[src/rtl/rs_syndrome_calculator_if.sv]
// Handshake and control bundle between the codeword source, the syndrome block and its reader.
// No latency of its own; it only groups the wires.
// in_valid/in_ready is a plain valid-ready pair; a symbol moves when both are high at a clock edge.
interface rs_syndrome_calculator_if #(
    parameter int AW = 4
);
    logic          start;
    logic [7:0]    first_root;
    logic [7:0]    generator;
    logic [7:0]    num_symbols;
    logic [56:0]   reduction_matrix;
    logic          in_valid;
    logic [7:0]    in_symbol;
    logic          in_ready;
    logic          busy;
    logic          done;
    logic          no_errors;
    logic [AW-1:0] syn_addr;
    logic [7:0]    syn_data;

    modport master (
        output start, first_root, generator, num_symbols, reduction_matrix,
        output in_valid, in_symbol, syn_addr,
        input  in_ready, busy, done, no_errors, syn_data
    );

    modport slave (
        input  start, first_root, generator, num_symbols, reduction_matrix,
        input  in_valid, in_symbol, syn_addr,
        output in_ready, busy, done, no_errors, syn_data
    );
endinterface

[src/rtl/rs_syndrome_calculator.sv]
// Reed-Solomon syndrome calculator: S_j = R(root_j) over GF(2^8) by Horner's rule, one shared multiplier.
// Latency start->done is 1 + (NSYM-1) + n*(NSYM+1) cycles; one symbol accepted per NSYM+1 cycles.
// in_ready is high only while waiting for a symbol; the source may stall freely, nothing is dropped.
module rs_syndrome_calculator #(
    parameter int NSYM = 16,
    parameter int AW   = $clog2(NSYM)
) (
    input  logic                   clk,
    input  logic                   rst,
    rs_syndrome_calculator_if.slave bus
);
    typedef enum logic [2:0] {IDLE, INIT, ACCEPT, UPDATE, DONE} state_t;

    localparam logic [AW-1:0] LAST = AW'(NSYM - 1);

    state_t        state;
    logic [7:0]    syn  [NSYM];
    logic [7:0]    root [NSYM];
    logic [7:0]    gen_q;
    logic [7:0]    nsym_q;
    logic [7:0]    cnt;
    logic [7:0]    sym_q;
    logic [AW-1:0] idx;
    logic          in_ready_q;
    logic          busy_q;
    logic          done_q;
    logic          no_errors_q;

    logic [7:0]    mul_a;
    logic [7:0]    mul_b;
    logic [7:0]    mul_p;
    logic [7:0]    upd_val;
    logic          rest_zero;
    logic [7:0]    syn_rd [2**AW];

    // Top bit of the reduction matrix carries no coefficient for GF(2^8).
    logic          unused_rm_reserved;
    assign unused_rm_reserved = bus.reduction_matrix[56];

    // Mastrovito multiply: carry-less product, then fold x^8..x^14 back in
    // using row k of the matrix, which holds x^(8+k) mod p.
    function automatic logic [7:0] finite_field_multiplier_mastravito(
        input logic [7:0]  a,
        input logic [7:0]  b,
        input logic [55:0] rm
    );
        logic [14:0] raw;
        logic [7:0]  p;
        raw = '0;
        for (int i = 0; i < 8; i++) begin
            if (b[i]) raw = raw ^ (15'(a) << i);
        end
        p = raw[7:0];
        for (int k = 0; k < 7; k++) begin
            if (raw[8+k]) p = p ^ rm[8*k +: 8];
        end
        return p;
    endfunction

    // Operand mux for the shared multiplier: root chain in INIT, Horner step otherwise.
    always_comb begin
        mul_a = syn[idx];
        mul_b = root[idx];
        if (state == INIT) begin
            mul_a = root[idx - AW'(1)];
            mul_b = gen_q;
        end
    end

    assign mul_p   = finite_field_multiplier_mastravito(mul_a, mul_b, bus.reduction_matrix[55:0]);
    assign upd_val = mul_p ^ sym_q;

    // All syndromes except the last are final when the last one is written.
    always_comb begin
        rest_zero = 1'b1;
        for (int i = 0; i < NSYM - 1; i++) begin
            if (syn[i] != 8'h00) rest_zero = 1'b0;
        end
    end

    // Read port padded to the full address space; addresses past NSYM read zero.
    for (genvar g = 0; g < 2**AW; g++) begin : g_rd
        if (g < NSYM) begin : g_live
            assign syn_rd[g] = syn[g];
        end else begin : g_pad
            assign syn_rd[g] = 8'h00;
        end
    end

    assign bus.syn_data  = syn_rd[bus.syn_addr];
    assign bus.in_ready  = in_ready_q;
    assign bus.busy      = busy_q;
    assign bus.done      = done_q;
    assign bus.no_errors = no_errors_q;

    // Control FSM with root chain, syndrome registers and registered status flags.
    always_ff @(posedge clk) begin
        if (!rst) begin
            state       <= IDLE;
            for (int i = 0; i < NSYM; i++) begin
                syn[i]  <= 8'h00;
                root[i] <= 8'h00;
            end
            gen_q       <= 8'h00;
            nsym_q      <= 8'h00;
            cnt         <= 8'h00;
            sym_q       <= 8'h00;
            idx         <= '0;
            in_ready_q  <= 1'b0;
            busy_q      <= 1'b0;
            done_q      <= 1'b0;
            no_errors_q <= 1'b0;
        end else begin
            case (state)
                IDLE, DONE: begin
                    if (bus.start) begin
                        root[0]     <= bus.first_root;
                        gen_q       <= bus.generator;
                        nsym_q      <= bus.num_symbols;
                        for (int i = 0; i < NSYM; i++) syn[i] <= 8'h00;
                        cnt         <= 8'h00;
                        idx         <= AW'(1);
                        busy_q      <= 1'b1;
                        done_q      <= 1'b0;
                        no_errors_q <= 1'b0;
                        state       <= INIT;
                    end
                end
                INIT: begin
                    root[idx] <= mul_p;
                    if (idx == LAST) begin
                        idx <= '0;
                        if (nsym_q == 8'h00) begin
                            busy_q      <= 1'b0;
                            done_q      <= 1'b1;
                            no_errors_q <= 1'b1;
                            state       <= DONE;
                        end else begin
                            in_ready_q  <= 1'b1;
                            state       <= ACCEPT;
                        end
                    end else begin
                        idx <= idx + AW'(1);
                    end
                end
                ACCEPT: begin
                    if (bus.in_valid && in_ready_q) begin
                        sym_q      <= bus.in_symbol;
                        idx        <= '0;
                        in_ready_q <= 1'b0;
                        state      <= UPDATE;
                    end
                end
                UPDATE: begin
                    syn[idx] <= upd_val;
                    if (idx == LAST) begin
                        idx <= '0;
                        cnt <= cnt + 8'd1;
                        if (cnt + 8'd1 == nsym_q) begin
                            busy_q      <= 1'b0;
                            done_q      <= 1'b1;
                            no_errors_q <= rest_zero && (upd_val == 8'h00);
                            state       <= DONE;
                        end else begin
                            in_ready_q  <= 1'b1;
                            state       <= ACCEPT;
                        end
                    end else begin
                        idx <= idx + AW'(1);
                    end
                end
                default: state <= IDLE;
            endcase
        end
    end
endmodule

[src/flat_wrapper.sv]
// flat-port wrapper written by rule: the top's interface ports become plain ports
module rs_syndrome_calculator_flat 
#(
    parameter int NSYM = 16,
    parameter int AW   = $clog2(NSYM)
)
  (clk, rst, bus_start, bus_first_root, bus_generator, bus_num_symbols, bus_reduction_matrix, bus_in_valid, bus_in_symbol, bus_syn_addr, bus_in_ready, bus_busy, bus_done, bus_no_errors, bus_syn_data);
  rs_syndrome_calculator_if #(.AW(AW)) bus_i ();
  input  logic clk;
  input  logic rst;
  input wire logic [$bits(bus_i.start)-1:0] bus_start;
  input wire logic [$bits(bus_i.first_root)-1:0] bus_first_root;
  input wire logic [$bits(bus_i.generator)-1:0] bus_generator;
  input wire logic [$bits(bus_i.num_symbols)-1:0] bus_num_symbols;
  input wire logic [$bits(bus_i.reduction_matrix)-1:0] bus_reduction_matrix;
  input wire logic [$bits(bus_i.in_valid)-1:0] bus_in_valid;
  input wire logic [$bits(bus_i.in_symbol)-1:0] bus_in_symbol;
  input wire logic [$bits(bus_i.syn_addr)-1:0] bus_syn_addr;
  output wire logic [$bits(bus_i.in_ready)-1:0] bus_in_ready;
  output wire logic [$bits(bus_i.busy)-1:0] bus_busy;
  output wire logic [$bits(bus_i.done)-1:0] bus_done;
  output wire logic [$bits(bus_i.no_errors)-1:0] bus_no_errors;
  output wire logic [$bits(bus_i.syn_data)-1:0] bus_syn_data;
  assign bus_i.start = bus_start;
  assign bus_i.first_root = bus_first_root;
  assign bus_i.generator = bus_generator;
  assign bus_i.num_symbols = bus_num_symbols;
  assign bus_i.reduction_matrix = bus_reduction_matrix;
  assign bus_i.in_valid = bus_in_valid;
  assign bus_i.in_symbol = bus_in_symbol;
  assign bus_i.syn_addr = bus_syn_addr;
  assign bus_in_ready = bus_i.in_ready;
  assign bus_busy = bus_i.busy;
  assign bus_done = bus_i.done;
  assign bus_no_errors = bus_i.no_errors;
  assign bus_syn_data = bus_i.syn_data;
  rs_syndrome_calculator #(.NSYM(NSYM), .AW(AW)) u_core (.clk(clk), .rst(rst), .bus(bus_i));
endmodule
[config.mk]
export PLATFORM = sky130hd
export DESIGN_NAME = rs_syndrome_calculator_flat
export DESIGN_NICKNAME = d
export VERILOG_FILES = /design/src/rtl/rs_syndrome_calculator_if.sv /design/src/rtl/rs_syndrome_calculator.sv /design/src/flat_wrapper.sv
export SDC_FILE = /design/constraint.sdc
export NUM_CORES = 1
export LEC_CHECK = 0
export ABC_CLOCK_PERIOD_IN_PS = 5350
export CAP_MARGIN = 40
export CORE_AREA = 2 2 246 187
export CTS_BUF_LIST = sky130_fd_sc_hd__clkbuf_8 sky130_fd_sc_hd__clkbuf_16
export CTS_CLUSTER_SIZE = 24
export DETAILED_ROUTE_END_ITERATION = 10
export DIE_AREA = 0 0 248 189
export GPL_TIMING_DRIVEN = 0
export PLACE_DENSITY_LB_ADDON = 0.08
export RECOVER_POWER = 100
export SLEW_MARGIN = 20
export SYNTH_ARGS = -nofsm -noshare
export SYNTH_HDL_FRONTEND = slang
export SYNTH_SLANG_ARGS = --single-unit
[constraint.sdc]
create_clock -name clk -period 5.35 [get_ports clk]
set_input_delay 1.07 -clock clk [delete_from_list [all_inputs] [get_ports clk]]
set_output_delay 1.07 -clock clk [all_outputs]
set_load 0.05 [all_outputs]
==> flow_metrics.py <==
metrics = {
    "worst_hold_path": {
        "min_to": "u_core.bus.done",
        "hold_path_class": "reg -> reg",
        "worstHoldPathCells": 2,
        "hold_path_startpoint": "u_core.bus.done",
    },
    "outcome": {
        "outcome": "completed",
    },
    "sta": {
        "finalHoldViolations": 0,
        "max_slew_margin": 0.442,
        "fin_crit_sh": 0.978,
        "slew_viol_final": 0,
        "clock-skew-final_ns": 0.0454,
        "slew_at_the_pin_closest_to_its_max_slew_limit_ns": 0.838,
        "setup_violations": 0,
        "layout_min_cycle_time_ns": 5.23,
        "maxClockFrequency_mhz": 191,
        "layout_setup_ws_ns": 0.115,
    },
    "routing": {
        "post-route-drc-count": 0,
        "dr_total_vias": 13972,
        "routed_wirelength_um": 68800,
        "final_antenna_net_count": 0,
        "first_pass_iters": 5,
        "avgViaCountPerCell": 6.10,
        "initialDrtViolationCount": 2080,
        "wl_per_cell_um": 30.0,
    },
    "clock_network": {
        "clock_latency_ns": 0.55,
        "cts.sink_count": 303,
        "htreeDepth": 2,
        "cts-buffers-inserted": 34,
        "clockBufferDepth": 3,
        "cts_tree": "done",
        "clk_root_buffer_cell": "clkbuf_16",
        "clk_pin_slew_ns": 0.06,
        "number_of_buffers_inserted_for_hold_repair_after_clock_tree_synthesis": 0,
    },
    "floorplanning": {
        "io-pin-count": 109,
        "fp.dieW_um": 248,
        "std_cell_rows": 67,
        "die_area_sq_um": 46900,
        "initial_utilization": 0.396,
        "design.core.area_sq_um": 44300,
        "floorplan.die.height_um": 189,
    },
    "setup_path": {
        "cp.required_ns": 5.60,
        "worstRegToRegCells": 19,
        "timing.setup.critical_path_class": "reg -> reg",
        "cp-end-kind": "flop",
        "reg2reg_setup_slack_ns": 0.12,
        "critical_path_arrival_ns": 5.49,
        "cp_slowest_cell": "mux4_2",
        "worstReg2RegEnd": "u_core.syn[3][4]",
        "crit-reg2reg-launch": "u_core.idx[0]",
        "cp_max_fo": 9,
        "crit_chain": "buf_16, clkinvlp_4, ha_4, buf_12, buf_12, clkbuf_16, mux4_2, mux4_2, a22oi_2, buf_6, nor2_1, xnor2_1, xnor2_1, xnor2_2, xnor3_1, xnor3_4, xor2_4, buf_6, nor2_1",
        "critical_path.startpoint_type": "flop",
        "cp_max_stage_delay_ns": 0.55,
    },
    "synth": {
        "async_flop_share": 0,
        "synth_ff_type": "edfxtp_1",
        "synth_largest_area_cell": "edfxtp_1",
        "syn-cell-area_sq_um": 17600,
        "synth.ff_latch_count": 303,
        "synth_fp_nets": 1562,
        "ys.warnings.count": 0,
        "synth_edf_count": 256,
        "yosysSeqAreaShare": 0.491,
        "area_share_of_the_largest_cell_type_after_synthesis": 0.437,
        "mean_syn_cell_area_sq_um": 12.0,
        "synth.area.top_cells": "edfxtp_1, mux4_2, nor2_1",
        "postSynthCellCount": 1460,
        "synth_cell_types": 67,
    },
    "job": {
        "max_cap_viol_count": 0,
    },
    "finish": {
        "final_nets": 1782,
        "insertedDiodeCount": 0,
        "mostFrequentLayoutCells": "nor2_1, edfxtp_1, nand2_1",
        "area_delta_synth_final_pct": 23.6,
        "leading_cell_type_in_the_layout_fill_and_taps_excluded": "nor2_1",
        "drive_above_1_share": 0.221,
    },
    "placement": {
        "pre_cts_setup_slack_ns": -2.22,
        "gp_congestion": 0.993,
        "io_buffer_count": 104,
        "dp_hpwl_um": 50800,
    },
    "global_routing": {
        "grt_pass1_vias": 13330,
        "grt_max_degree": 14,
        "grt_remaining_overflow": 0,
        "number_of_antenna_violations_at_the_first_check_in_global_routing": 2,
        "gr-usage-all-layers": 0.294,
        "grt_pass1_wl_um": 97300,
    },
}
## metrics by stage
step	hold WS, ns	area [sq um]	utilization	setup TNS, ns	std cells
6_report	0.463	21700	0.490	0	2291
5_1_grt	0.501	21700	0.490	-0.204	2291
4_1_cts	0.473	21500	0.485	0	2277
3_5_place_dp	0.463	19500	0.439	-440.13	2159
3_3_place_gp	0.452	19400	0.437	-447.05	2150
2_1_floorplan	0.444	17600	-	0	1460
## synth_stat cells, types with 5 or more instances
library cell  number
a21boi_0          21
o21ai_0           29
and2_1            12
nand3_1           28
ha_1               5
and3_1            10
mux2i_1           34
nor4_1            34
mux4_2           134
xor2_2             6
nor3_1             9
xor2_1            10
clkbuf_1          52
o211ai_1           8
inv_1              9
nand2_1          172
mux2_2            10
a21oi_1            9
xnor2_1           59
xnor3_2            6
buf_2             24
nor2_1           333
a22oi_1            9
dfxtp_1           47
nor2b_1           19
o21a_1             5
edfxtp_1         256
xnor3_1           12
nand4_1           12
buf_6              6
buf_1             11
o211a_1            6
## layer usage
layer,vias to the layer above,global-route usage,routed length (um),part of all wire
met2,878,0.378,26700,0.39
li1,5846,-,-,-
met1,7161,0.471,31300,0.45
met4,2,0.0594,1420,0.021
met5,-,0.0105,74,0.0011
met3,85,0.0985,9310,0.14
## area by class of cell
cell class,instances,area (sq um)
multi-input combinational,1051,8730
clock inverter,25,239
fill,4052,22600
timing repair buffer,188,1850
inverter,9,37.5
buffer,93,606
sequential,303,8640
tap,586,733
clock buffer,36,890
## repair_timing
action	in CTS	in global routing
gates resized for setup	87	31
pin swaps	26	22
cloned	1	0
endpoints found under the setup margin	257	226
setup buffers	58	16
## critical path: cells and delay by family (launching register included)
family,cells,cell delay [ns]
XOR/XNOR,6,1.74
buffers and inverters,7,1.07
multiplexers,2,0.90
flip-flops,1,0.46
AO/OA/AOI/OAI,1,0.35
adder cells (fa/ha/maj),1,0.29
AND/OR/NAND/NOR,2,0.11
## cell families (layout without fill, tap and decap cells)
group / Yosys count / after routing / synth area share
buffers and inverters: 106 / 351 / 0.0278
and+or+nand+nor: 645 / 645 / 0.156
DFF: 303 / 303 / 0.491
AOI/OAI and AO/OA: 121 / 121 / 0.0493
xor gates and xnor gates: 101 / 101 / 0.0749
adders and majority gates: 5 / 5 / 0.00356
muxes: 179 / 179 / 0.198
## state kept, by name, summed over array words and instances (netlist names), named ones only
signal,count
u_core.idx,4
u_core.sym_q,8
u_core.bus.done,1
u_core.bus.busy,1
u_core.cnt,8
u_core.syn,128
u_core.nsym_q,8
u_core.bus.no_errors,1
u_core.gen_q,8
u_core.state,3
u_core.bus.in_ready,1
u_core.root,128
## worst max path at each step
stage | depth (start not counted) | end | from | slack, ns
after floorplan | 20 | u_core.syn[3][3] | u_core.idx[0] | 0.04
after global placement | 20 | u_core.syn[4][3] | u_core.idx[0] | -2.27
after detailed placement | 20 | u_core.syn[5][2] | u_core.idx[0] | -2.22
after CTS | 21 | u_core.syn[11][3] | u_core.idx[0] | 0.01
after global routing | 17 | u_core.root[8][1] | flop | -0.02
final | 19 | u_core.syn[3][4] | u_core.idx[0] | 0.12
Power is left out: the tool's default activity adds up to more than one toggle a clock period on the data nets, which glitch-free logic cannot reach.
